--- config.mk ---
export PLATFORM = sky130hd
export DESIGN_NAME = shift_sub_divider
export DESIGN_NICKNAME = d
export VERILOG_FILES = /design/src/rtl/divider_pkg.sv /design/src/rtl/div_step.sv /design/src/rtl/shift_sub_divider.sv
export SDC_FILE = /design/constraint.sdc
export NUM_CORES = 1
export LEC_CHECK = 0
export CAP_MARGIN = 30
export CORE_MARGIN = 2
export CORE_UTILIZATION = 40
export CTS_CLUSTER_DIAMETER = 60
export CTS_CLUSTER_SIZE = 10
export DETAILED_ROUTE_END_ITERATION = 8
export PLACE_DENSITY_LB_ADDON = 0.2
export SLEW_MARGIN = 20
export SYNTH_ARGS = -nofsm -noshare
export SYNTH_HDL_FRONTEND = slang
export SYNTH_SLANG_ARGS = --single-unit
--- constraint.sdc ---
create_clock -name Clk -period 8 [get_ports Clk]
set_input_delay 0.8 -clock Clk [delete_from_list [all_inputs] [get_ports Clk]]
set_output_delay 0.8 -clock Clk [all_outputs]
set_load 0.005 [all_outputs]
--- src/rtl/divider_pkg.sv ---
// Shared types and defaults for the shift-subtract divider.
package divider_pkg;
  typedef enum logic [1:0] {IDLE, RUN, DONE} div_state_t;
  localparam int DIV_WIDTH_DEFAULT = 8;
endpackage

--- src/rtl/div_step.sv ---
// One restoring-division step: shift in the next dividend bit, trial subtract, keep or restore.
module div_step #(
  parameter int WIDTH = 8
) (
  input  logic [WIDTH:0]   p,
  input  logic             q_msb,
  input  logic [WIDTH-1:0] d,
  output logic [WIDTH:0]   p_next,
  output logic             q_bit,
  output logic             borrow
);
  logic [WIDTH:0] shifted, t;
  // P never exceeds D after a step, so its top bit is always 0 going in
  logic unused_p_msb;

  assign unused_p_msb = p[WIDTH];
  assign shifted      = {p[WIDTH-1:0], q_msb};
  assign t            = shifted - {1'b0, d};
  assign borrow       = t[WIDTH];
  assign q_bit        = ~t[WIDTH];
  assign p_next       = t[WIDTH] ? shifted : t;
endmodule

--- src/rtl/shift_sub_divider.sv ---
// Sequential restoring divider, one step per clock for WIDTH clocks.
// DIV_SIGNED_EN: two's-complement operands/results (truncating), same latency.
module shift_sub_divider
  import divider_pkg::*;
#(
  parameter int WIDTH = DIV_WIDTH_DEFAULT
) (
  input  logic             Clk,
  input  logic             Reset,
  input  logic             Start,
  input  logic [WIDTH-1:0] Dividend,
  input  logic [WIDTH-1:0] Divisor,
  output logic             Busy,
  output logic             Done,
  output logic [WIDTH-1:0] Quotient,
  output logic [WIDTH-1:0] Remainder,
  output logic             DivByZero
);
  localparam int CNT_W = $clog2(WIDTH + 1);

  div_state_t       state, state_nxt;
  logic [CNT_W-1:0] cnt;
  logic [WIDTH:0]   p, p_step;
  logic [WIDTH-1:0] q, d, q_step;
  logic             q_bit, borrow, unused_borrow;
  logic             last_step, div_zero;
  logic [WIDTH-1:0] dvd_abs, dvs_abs, q_fin, r_fin;

  assign div_zero      = (Divisor == '0);
  assign last_step     = (cnt == CNT_W'(WIDTH - 1));
  assign unused_borrow = borrow;

  div_step #(.WIDTH(WIDTH)) u_step (
    .p      (p),
    .q_msb  (q[WIDTH-1]),
    .d      (d),
    .p_next (p_step),
    .q_bit  (q_bit),
    .borrow (borrow)
  );

  assign q_step = {q[WIDTH-2:0], q_bit};

`ifdef DIV_SIGNED_EN
  logic sgn_a, sgn_b;
  // Core runs on magnitudes; most-negative stays as its own unsigned magnitude
  assign dvd_abs = Dividend[WIDTH-1] ? -Dividend : Dividend;
  assign dvs_abs = Divisor[WIDTH-1]  ? -Divisor  : Divisor;
  assign q_fin   = (sgn_a ^ sgn_b) ? -q_step : q_step;
  assign r_fin   = sgn_a ? -p_step[WIDTH-1:0] : p_step[WIDTH-1:0];

  always_ff @(posedge Clk or posedge Reset) begin
    if (Reset) begin
      sgn_a <= 1'b0;
      sgn_b <= 1'b0;
    end else if (state == IDLE && Start && !div_zero) begin
      sgn_a <= Dividend[WIDTH-1];
      sgn_b <= Divisor[WIDTH-1];
    end
  end
`else
  assign dvd_abs = Dividend;
  assign dvs_abs = Divisor;
  assign q_fin   = q_step;
  assign r_fin   = p_step[WIDTH-1:0];
`endif

  always_ff @(posedge Clk or posedge Reset) begin
    if (Reset) state <= IDLE;
    else       state <= state_nxt;
  end

  always_comb begin
    state_nxt = state;
    Busy      = 1'b0;
    Done      = 1'b0;
    case (state)
      IDLE: if (Start) state_nxt = div_zero ? DONE : RUN;
      RUN: begin
        Busy = 1'b1;
        if (last_step) state_nxt = DONE;
      end
      DONE: begin
        Done = 1'b1;
        if (!Start) state_nxt = IDLE;
      end
      default: state_nxt = IDLE;
    endcase
  end

  always_ff @(posedge Clk or posedge Reset) begin
    if (Reset) begin
      p         <= '0;
      q         <= '0;
      d         <= '0;
      cnt       <= '0;
      Quotient  <= '0;
      Remainder <= '0;
      DivByZero <= 1'b0;
    end else begin
      case (state)
        IDLE: if (Start) begin
          if (!div_zero) begin
            p   <= '0;
            q   <= dvd_abs;
            d   <= dvs_abs;
            cnt <= '0;
          end else begin
            Quotient  <= '1;
            Remainder <= Dividend;
            DivByZero <= 1'b1;
          end
        end
        RUN: begin
          p   <= p_step;
          q   <= q_step;
          cnt <= cnt + 1'b1;
          // results load on the same edge that completes the last step
          if (last_step) begin
            Quotient  <= q_fin;
            Remainder <= r_fin;
            DivByZero <= 1'b0;
          end
        end
        default: ;
      endcase
    end
  end
endmodule
; ---- After elaboration in Yosys (flattened, before gate mapping)
; Cells that the tools add are included.
; Widths: inputs -> output; s select.
[totals]
romBits = 0
register_bits = 47
ramBits = 0
latchBits = 0
wordCells = 56
output_inout_bits = 19
in_bits = 19
memories = 0
[op_classes]
bitwise = 2
order_cmp = 0
n_reduce_logical = 7
muxes = 29
shifts = 0
eq_ne = 8
n_mul = 0
div_mod_pow = 0
addsub = 2
[op_table]
columns = operator, n
row1 = $mux 8, 11
row2 = $pmux 8 s2, 4
row3 = $ne 2x2->1 const B, 5
row4 = $reduce_and 3->1, 3
row5 = $sub 9x8->9, 1
row6 = $logic_not 8->1, 1
row7 = $mux 2, 4
row8 = $mux 4, 2
row9 = $pmux 4 s2, 1
row10 = $pmux 2 s3, 1
row11 = $mux 1, 5
row12 = $add 4x1->4 const B, 1
row13 = $eq 4x3->1 const B, 1
row14 = $reduce_and 4->1, 1
row15 = $eq 2x1->1 const B, 1
row16 = $eq 2x2->1 const B, 1
row17 = $logic_not 2->1, 1
row18 = $not 1->1, 2
row19 = $pmux 1 s2, 1
row20 = $reduce_bool 2->1, 1

; ---- Depth between registers and ports, before layout
; Gate-level depths: netlist (run 1).
[logic_depth]
word_depth = 4
mapped_depth = 12
ltp_nobuf = 10

; ---- By module
; A second synthesis (run 1) with hierarchy kept.
[hier_totals]
cells_unflattened = 242
area_unflattened_um2 = 2580.0
[modules_own_cells]
columns = mod, instances, area_per_inst_um2, seq_area_each_um2, cells_each
row1 = shift_sub_divider, 1, 2065.7, 1201.2, 172
row2 = div_step, 1, 514.2, 0.0, 70

; ---- Least setup slack after synthesis (run 1)
; No wires, ideal clock.
[synth_timing]
kind = register -> register
startpoint = reg q[7]
endpoint = reg Remainder[3]
n_path_buf = 2
setup_time_ps = 143
period_less_slack_ps = 2591
setup_slack_ps = 5409
t_arrival_ps = 2449
required_time_ps = 7857
path_stages_with_launch = 13
path_cell_list = dfrtp_1 > inv_1 > ha_1 > inv_1 > fa_1 > a211oi_1 > or2_1 > a32o_1 > buf_6 > xor2_4 > buf_6 > mux2i_1 > o221ai_1
[synth_between]
elab_chain_len = 4
[synth_lines]
columns = element, line_no
row1 = start: declaration, shift_sub_divider.sv:24  ; logic [WIDTH-1:0] q, d, q_step;
row2 = start signal: assignment, shift_sub_divider.sv:105  ; q <= dvd_abs;
row3 = start signal: assignment, shift_sub_divider.sv:116  ; q <= q_step;
row4 = $sub 9x8->9, div_step.sv:18  ; assign t = shifted - {1'b0, d};
row5 = $mux 8, div_step.sv:21  ; assign p_next = t[WIDTH] ? shifted : t;
row6 = $mux 8, shift_sub_divider.sv:119  ; if (last_step) begin
row7 = $pmux 8 s2, shift_sub_divider.sv:101  ; case (state)
row8 = end signal: assignment, shift_sub_divider.sv:110  ; Remainder <= Dividend;
row9 = end signal: assignment, shift_sub_divider.sv:121  ; Remainder <= r_fin;
row10 = end: declaration, shift_sub_divider.sv:16  ; output logic [WIDTH-1:0] Remainder,
; No other way between the ends. The select of a mux whose other input is x is not followed.
; A chain may end at the register's enable or synchronous reset.

; ---- Worst setup path in the final report (run 1)
[layout_timing]
startpoint = reg state[1]
endpoint = out Busy
[layout_between]
elab_chain_len = 2
[layout_lines]
columns = element, line_no
row1 = start: declaration, shift_sub_divider.sv:21  ; div_state_t state, state_nxt;
row2 = start signal: assignment, shift_sub_divider.sv:70  ; else state <= state_nxt;
row3 = $eq 2x1->1, shift_sub_divider.sv:77  ; case (state)
row4 = $mux 1, shift_sub_divider.sv:77
row5 = end: declaration, shift_sub_divider.sv:13  ; output logic Busy,
; No other way between the ends.

==> impl_metrics.yaml, run 1 <==
timing:
  fin_crit_sh_pct: 43.2
  timing.hold.ws_ps: 486
  worst_slew_pin_slew_ps: 798
  period_minus_slack_ps: 3450
  slew_headroom_pct: 46.8
  grt_setup_unrepaired: "no"
  max_freq_mhz: 290
  slew_viol_final: 0
  finClkSkew_ps: 9.96
  hold_viol_final: 0
  setup_violations: 0
  final.setup.tns_ps: 0
logic_synthesis:
  yosysTopAreaCell: "dfrtp_1"
  synth_area_leaders: "dfrtp_1 (47%), nand2_1 (6.3%), ha_1 (4.5%)"
  synthDistinctLibCells: 48
  ys_seq_elements: 47
  ys_top_cells_by_count: "dfrtp_1 (47), nand2_1 (42), nor2_1 (29), o21ai_0 (19), inv_1 (14)"
  synthArstFlopShare_pct: 100
  synth_edf_count: 0
  yosysMostFrequentCell: "dfrtp_1"
  postSynthCellCount: 264
  synth_ff_type: "dfrtp_1"
  syn_nets: 293
  synth_top_area_share_pct: 47.1
  ys_seq_area_share_pct: 47.1
  synth_warnings: 0
  postSynthAreaPerCell_um2: 9.46
  syn_area_um2: 2500
critical_path:
  critPathTopFamily: "buffers and inverters"
  path_depth: 3
  rr_worst_depth: 10
  crit_slowest_cell: "inv_1"
  end_kind: "output port"
  critPathBufInv: 2
  r2r_setup_slack_ps: 4860
  critPathArrivalTime_ps: 2650
  critPathLaunchType: "register"
  crit_chain: "nand2b_1, inv_1, clkdlybuf4s50_1"
  required_ps: 7200
  timing.critical_path.fanout_max: 22
  slowest_delay_ps: 760
  crit_type: "register to output port"
clocking:
  clk_latency_ps: 310
  cts_made_buffers: 5
  cts_max_level: 2
  cts_hold_buffers: 0
  clock_sinks: 47
  cts_tree: "yes"
  cts_root_buf: "clkbuf_8"
  cts-resized-gates: 0
  postCtsSetupBuffers: 0
  clk_pin_slew_worst_paths_ps: 100
  cts.path.max_buffers: 2
pwr:
  p_leak_nw: 1.32
  vdd_drop_max_mv: 0.218
  p_total_mw: 1.44
  powerDensity_nw_per_um2: 474
layout:
  fin_area_um2: 3040
  drive_above_1_share_pct: 6.35
  insertedDiodeCount: 0
  nets: 327
  syn2layout_area_growth_pct: 21.7
  post-route-util_pct: 50.7
die:
  die_area_um2: 6890
  fp-row-count: 28
  coreArea_um2: 5990
  die_h_um: 83.0
  initial_core_util_pct: 41.7
  fp.dieW_um: 83.0
  io_pins: 38
grt:
  first_global_vias: 1938
  grt_pass1_wl_mm: 9.68
  track_usage_pct: 17.5
  antenna_found_initial: 0
  grt.overflow.total: 0
  grt_max_degree: 32
detailed_routing:
  wire_per_inst_um: 15.2
  postRouteAntennaNets: 0
  vias: 1992
  drt_pass1_iterations: 5
  drcViolationCount: 0
  wl_mm: 5.67
  via_per_inst: 5.33
  drt_iter0_markers: 79
placed_design:
  gp_congestion: 0.808
  dpl.hpwl_mm: 4.13
  portBuffers: 37
  placed_cell_area_um2: 2920
flow_run:
  maxCapViolCount: 0
min_path:
  min_path_cells: 2
  min_path_type: "register to register"
run_status:
  outcome: "completed"
==> routing by layer <==
| layer | GRT usage (%) | wire length (um) | up-vias |
|---|---|---|---|
| li1 | - | - | 996 |
| met1 | 24.9 | 2810 | 951 |
| met2 | 26.9 | 2580 | 37 |
| met3 | 3.28 | 193 | 8 |
| met4 | 5.81 | 84 | 0 |
| met5 | 0 | 0 | - |
==> worst register-to-register path, cell delays in order, from the launching register on <==
cell and delay [ps]:
dfrtp_1 410, inv_1 90, ha_1 160, inv_1 50, fa_1 390, a211oi_1 340
or2_1 210, a32o_1 490, xor2_4 390, mux2i_1 360, o21ai_0 120
==> cell type report <==
type / instances / area, um2
Timing Repair Buffer: 40 / 405
Clock buffer: 5 / 68.8
Clock inverter: 3 / 46.3
Fill cell: 557 / 2950
Inverter: 14 / 52.6
Multi-Input combinational cell: 190 / 1200
Tap cell: 75 / 93.8
Sequential cell: 47 / 1180
==> cell families (layout without fill, tap and decap cells) <==
logic type	count (synthesis)	count (layout)	share of synthesized area, %
AO/OA/AOI/OAI	70	70	19.2
XOR/XNOR	7	7	3.21
adder cells (fa/ha/maj)	10	10	5.31
buffers and inverters	27	62	5.01
flip-flops	47	47	47.1
multiplexers	8	8	3.36
AND/OR/NAND/NOR	95	95	16.8
==> power by group <==
part | leakage [nW] | total, mW | switching, mW | internal [mW]
sequential | 0.562 | 0.441 | 0.0844 | 0.356
clock | 0.0548 | 0.183 | 0.0884 | 0.0942
combinational | 0.702 | 0.818 | 0.432 | 0.386
==> final timing paths <==
path	start	to
min reg2reg	Remainder[1]$_DFFE_PP0P_	Remainder[1]$_DFFE_PP0P_
max	state[1]$_DFFE_PP0P_	Busy
max reg2reg	q[7]$_DFFE_PP0P_	p[5]$_DFFE_PP0P_
min in group asynchronous	Reset	state[1]$_DFFE_PP0P_
max in group asynchronous	Reset	q[2]$_DFFE_PP0P_
min	Remainder[1]$_DFFE_PP0P_	Remainder[1]$_DFFE_PP0P_
==> metrics by stage <==
stage	cells	worst slack, ps
final	374	4550
after global routing	374	4350
after CTS	373	4550
after detailed placement	365	4770
after global placement	364	4840
after floorplan	264	5410
==> placed cells by master (no fill, tap or decap), types with 3 or more instances in the layout <==
master           instances
mux2i_1                  5
dfrtp_1                 47
o22ai_1                  3
nor2_1                  29
a211oi_1                 3
nor2b_1                  3
xor2_1                   3
a31oi_1                  9
xnor2_1                  3
inv_1                   13
o21ai_0                 19
o22a_1                   8
clkbuf_8                 5
nor3_1                   4
o21a_1                   3
a21o_1                   3
a21oi_1                  6
o31ai_1                  3
nand2_1                 42
nand3_1                  4
clkdlybuf4s50_1         37
ha_1                     9
==> sequential cells by signal, summed over array words and instances (netlist names) <==
signal	flops
Quotient	8
Remainder	8
d	8
p	8
q	8
cnt	4
state	2
DivByZero	1
Power figures use the tool's default switching activity.
==> inputs of run 2 (changes only) <==
clock period = 3.15 ns   (was 8 ns; I/O delays follow)
==> run 2 against run 1 <==
Compared with the run above:
- first-iteration DRC count increased by 100%
- clock power increased to 2.5 times the previous value
- flip-flop and latch count unchanged
- wire length increased by 0.67%
- global-route usage increased by 0.18 points
- utilization increased by 0.63 points
- critical path type is now register to register
==> impl_metrics.yaml, run 2 (synthesized netlist as in run 1, its figures left out) <==
run_status:
  outcome: "completed"
die:
  fp-row-count: 28
  die_h_um: 83.0
  coreArea_um2: 5990
  io_pins: 38
  initial_core_util_pct: 41.7
  die_area_um2: 6890
  fp.dieW_um: 83.0
detailed_routing:
  via_per_inst: 5.35
  vias: 2027
  drcViolationCount: 0
  wl_mm: 5.71
  wire_per_inst_um: 15.1
  postRouteAntennaNets: 0
  drt_iter0_markers: 159
  drt_pass1_iterations: 4
layout:
  fin_area_um2: 3080
  final_cell_mix: "dfrtp_1 (47), nand2_1 (42), clkdlybuf4s50_1 (37), nor2_1 (29), o21ai_0 (19)"
  syn2layout_area_growth_pct: 23.2
  nets: 332
  fillers: 567
  drive_above_1_share_pct: 7.89
  mostFrequentLayoutCell: "dfrtp_1"
  insertedDiodeCount: 0
  stdcell_count: 379
  post-route-util_pct: 51.4
critical_path:
  timing.critical_path.fanout_max: 13
  critPathArrivalTime_ps: 3100
  slowest_delay_ps: 420
  required_ps: 3340
  crit_chain: "inv_1, ha_1, inv_1, fa_1, a211oi_1, or2_1, a32o_1, xor2_4, mux2i_1, a211oi_1"
  end_kind: "register"
  crit_type: "register to register"
  critPathLaunchType: "register"
  crit_slowest_cell: "dfrtp_1"
timing:
  slew_headroom_pct: 56.3
  fin_crit_sh_pct: 92.6
  timing.hold.ws_ps: 294
  final.setup.tns_ps: 0
  max_freq_mhz: 343
  worst_slew_pin_slew_ps: 655
  setup_violations: 0
  grt_setup_unrepaired: "no"
  worst_slack_ps: 234
  finClkSkew_ps: 11.1
  hold_viol_final: 0
  slew_viol_final: 0
  period_minus_slack_ps: 2920
clocking:
  cts_made_buffers: 5
  cts_root_buf: "clkbuf_8"
  postCtsSetupBuffers: 0
  clk_pin_slew_worst_paths_ps: 100
  cts_hold_buffers: 0
  clk_latency_ps: 310
  cts_max_level: 2
  cts_tree: "yes"
  cts-resized-gates: 0
  clock_sinks: 47
  cts.path.max_buffers: 2
placed_design:
  dp_cells: 370
  placed_cell_area_um2: 2950
  portBuffers: 37
  dpl.hpwl_mm: 4.15
  gp_congestion: 0.788
  dp_slack_ps: 249
flow_run:
  maxCapViolCount: 0
min_path:
  min_path_type: "primary input to asynchronous set/reset pin"
grt:
  first_global_vias: 2037
  grt_max_degree: 34
  grt.overflow.total: 0
  track_usage_pct: 17.7
  antenna_found_initial: 0
  grt_pass1_wl_mm: 9.97
pwr:
  p_total_mw: 3.71
  powerDensity_nw_per_um2: 1200
  vdd_drop_max_mv: 0.514
  p_leak_nw: 1.34
-- run 2: cell types whose count changed in the layout (fill, tap and decap cells not counted), sizes merged --
cell    before  now
buf          3    7
clkbuf       5    6
-- run 2: layout make-up --
| cell class | count | area, um2 | share of cell area [%] |
|---|---|---|---|
| clock inverters | 3 | 46.3 | 1.50 |
| multi-input cells | 190 | 1200 | 38.9 |
| flip-flops and latches | 47 | 1180 | 38.2 |
| inverters | 14 | 52.6 | 1.71 |
| repair buffers | 45 | 443 | 14.4 |
| well taps | 75 | 93.8 | 3.05 |
| clock buffers | 5 | 68.8 | 2.24 |
-- run 2: worst paths after layout --
kind	start	to	slack (ps)	cells past startpoint
setup / recovery	q[7]$_DFFE_PP0P_	Remainder[5]$_DFFE_PP0P_	230	10
hold / removal	Reset	Remainder[2]$_DFFE_PP0P_	290	2
setup reg to reg	q[7]$_DFFE_PP0P_	Remainder[5]$_DFFE_PP0P_	230	10
hold reg to reg	Remainder[0]$_DFFE_PP0P_	Remainder[0]$_DFFE_PP0P_	490	2
max in group asynchronous	Reset	q[7]$_DFFE_PP0P_	2360	3
min in group Clk	Remainder[0]$_DFFE_PP0P_	Remainder[0]$_DFFE_PP0P_	490	2
-- run 2: report_power, final --
part	switching (mW)	total [mW]	internal (mW)
registers	0.220	1.13	0.905
clock network	0.219	0.458	0.239
logic	1.10	2.12	1.02
total	1.54	3.71	2.16
-- run 2: metal layers --
layer / share of wire (%) / vias to the layer above / GRT usage [%]
met1: 49 / 962 / 25.6
li1: - / 1009 / -
met3: 4.1 / 9 / 2.98
met5: 0 / - / 0
met4: 1.7 / 0 / 5.66
met2: 45 / 47 / 27.1
-- run 2: worst max-delay path, delay by kind of cell (launching register included) --
family                   cells  cell delay, ps
buffers and inverters        2             140
flip-flops                   1             420
AO/OA/AOI/OAI                3             800
AND/OR/NAND/NOR              1             190
adder cells (fa/ha/maj)      2             550
XOR/XNOR                     1             390
multiplexers                 1             310
==> inputs of run 3 (changes only) <==
PLACE_DENSITY_LB_ADDON = not set   (was 0.2)
==> run 3 against run 2 <==
Compared with the run above:
- die area stayed put
- fmax is 1.3% higher
- clock skew is 4.4 ps lower
- total power is 3.3% higher
- global-route usage is 0.86 points higher
- critical endpoint is now Remainder[3]$_DFFE_PP0P_
==> impl_metrics.yaml, run 3 (synthesized netlist as in run 1, its figures left out) <==
grt:
  antenna_found_initial: 0
  first_global_vias: 2071
  grt_max_degree: 34
  grt.overflow.total: 0
  track_usage_pct: 18.5
  grt_pass1_wl_mm: 10.1
placed_design:
  portBuffers: 37
  dp_cells: 371
  gp_congestion: 0.782
  dpl.hpwl_mm: 4.46
layout:
  syn2layout_area_growth_pct: 24.0
  drive_above_1_share_pct: 7.89
  insertedDiodeCount: 0
  mostFrequentLayoutCell: "dfrtp_1"
  final_cell_mix: "dfrtp_1 (47), nand2_1 (42), clkdlybuf4s50_1 (37), nor2_1 (29), o21ai_0 (19)"
  stdcell_count: 379
  nets: 332
clocking:
  clk_pin_slew_worst_paths_ps: 90
  cts-resized-gates: 0
  cts_hold_buffers: 0
  clock_sinks: 47
  cts_tree: "yes"
  postCtsSetupBuffers: 0
  cts.path.max_buffers: 2
  cts_made_buffers: 5
  cts_root_buf: "clkbuf_8"
  clk_latency_ps: 300
  cts_max_level: 2
die:
  fp-row-count: 28
  io_pins: 38
  fp.dieW_um: 83.0
  initial_core_util_pct: 41.7
  coreArea_um2: 5990
  die_area_um2: 6890
  die_h_um: 83.0
timing:
  finClkSkew_ps: 6.72
  final.setup.tns_ps: 0
  timing.hold.ws_ps: 303
  worst_slew_pin_slew_ps: 654
  slew_viol_final: 0
  fin_crit_sh_pct: 91.4
  period_minus_slack_ps: 2880
  max_freq_mhz: 347
  grt_setup_unrepaired: "no"
  slew_headroom_pct: 56.4
  hold_viol_final: 0
  setup_violations: 0
critical_path:
  critPathArrivalTime_ps: 3040
  end_kind: "register"
  timing.critical_path.fanout_max: 13
  endpoint: "Remainder[3]$_DFFE_PP0P_"
  timing.rr.end: "Remainder[3]$_DFFE_PP0P_"
  required_ps: 3310
  rr_worst_depth: 10
  critPathLaunchType: "register"
  crit_type: "register to register"
  r2r_setup_slack_ps: 270
  r2r_start: "q[7]$_DFFE_PP0P_"
  critPathLaunch: "q[7]$_DFFE_PP0P_"
pwr:
  powerDensity_nw_per_um2: 1240
  p_int_mw: 2.27
  p_clk_share_pct: 13.8
  combPwrFrac_pct: 56.8
  p_sw_share_pct: 40.7
  p_total_mw: 3.83
  vdd_drop_max_mv: 0.534
  switchingPower_mw: 1.56
  p_leak_nw: 1.36
  power.share.sequential_pct: 29.5
run_status:
  outcome: "completed"
detailed_routing:
  vias: 1996
  postRouteAntennaNets: 0
  drt_pass1_iterations: 4
  wl_mm: 5.90
  drcViolationCount: 0
  via_per_inst: 5.27
  drt_iter0_markers: 77
  wire_per_inst_um: 15.6
flow_run:
  maxCapViolCount: 0
min_path:
  min_path_type: "primary input to asynchronous set/reset pin"
-- run 3: changes by cell type in the layout (fill, tap and decap cells not counted), sizes merged --
cell      delta
inv          -1
buf          +1
bufinv       +1
clkinvlp     -1
-- run 3: area by class of cell --
cell class,instances,area (um2)
Clock buffer,6,72.6
Clock inverter,2,60.1
Fill cell,579,2890
Inverter,14,52.6
Multi-Input combinational cell,190,1200
Sequential cell,47,1180
Tap cell,75,93.8
Timing Repair Buffer,45,443
-- run 3: worst min-delay path by stage --
stage,startpoint,to,slack (ps),depth (start not counted)
3_5_place_dp,Remainder[1]$_DFFE_PP0P_,Remainder[1]$_DFFE_PP0P_,470,2
3_3_place_gp,Remainder[1]$_DFFE_PP0P_,Remainder[1]$_DFFE_PP0P_,470,2
6_report,Reset,d[2]$_DFFE_PP0P_,300,2
5_1_grt,Reset,d[2]$_DFFE_PP0P_,330,2
2_1_floorplan,Start,state[1]$_DFFE_PP0P_,430,2
4_1_cts,Reset,d[2]$_DFFE_PP0P_,310,2
-- run 3: through the flow --
stage / worst slack (ps) / instance area (um2) / utilization, %
2_1_floorplan: 559 / 2500 / -
3_3_place_gp: 324 / 2930 / 49.0
3_5_place_dp: 212 / 2960 / 49.4
4_1_cts: 167 / 3090 / 51.7
5_1_grt: 31.5 / 3100 / 51.7
6_report: 271 / 3100 / 51.7
-- run 3: layer usage --
layer	vias up	share of wire [%]	GRT usage [%]	wire length [um]
met5	-	0	0	0
met4	0	1.4	5.37	80
met3	6	3.7	4.37	217
met2	37	47	29.0	2780
met1	946	48	25.7	2830
li1	1007	-	-	-
-- run 3: power by group through the flow --
stage / clock network [mW] / registers (mW) / logic, mW
after floorplan: 0 / 1.08 / 1.58
final: 0.527 / 1.13 / 2.17
after global placement: 0 / 1.13 / 2.12
after CTS: 0.537 / 1.13 / 2.19
after global routing: 0.566 / 1.17 / 2.45
after detailed placement: 0 / 1.14 / 2.18
-- run 3: critical path, stage by stage, from the launching register on --
cell	delay, ps
dfrtp_1	420
inv_1	90
ha_1	160
inv_1	50
fa_1	390
a211oi_1	340
or2_1	190
a32o_2	300
xor2_4	380
mux2i_1	290
o221ai_1	140
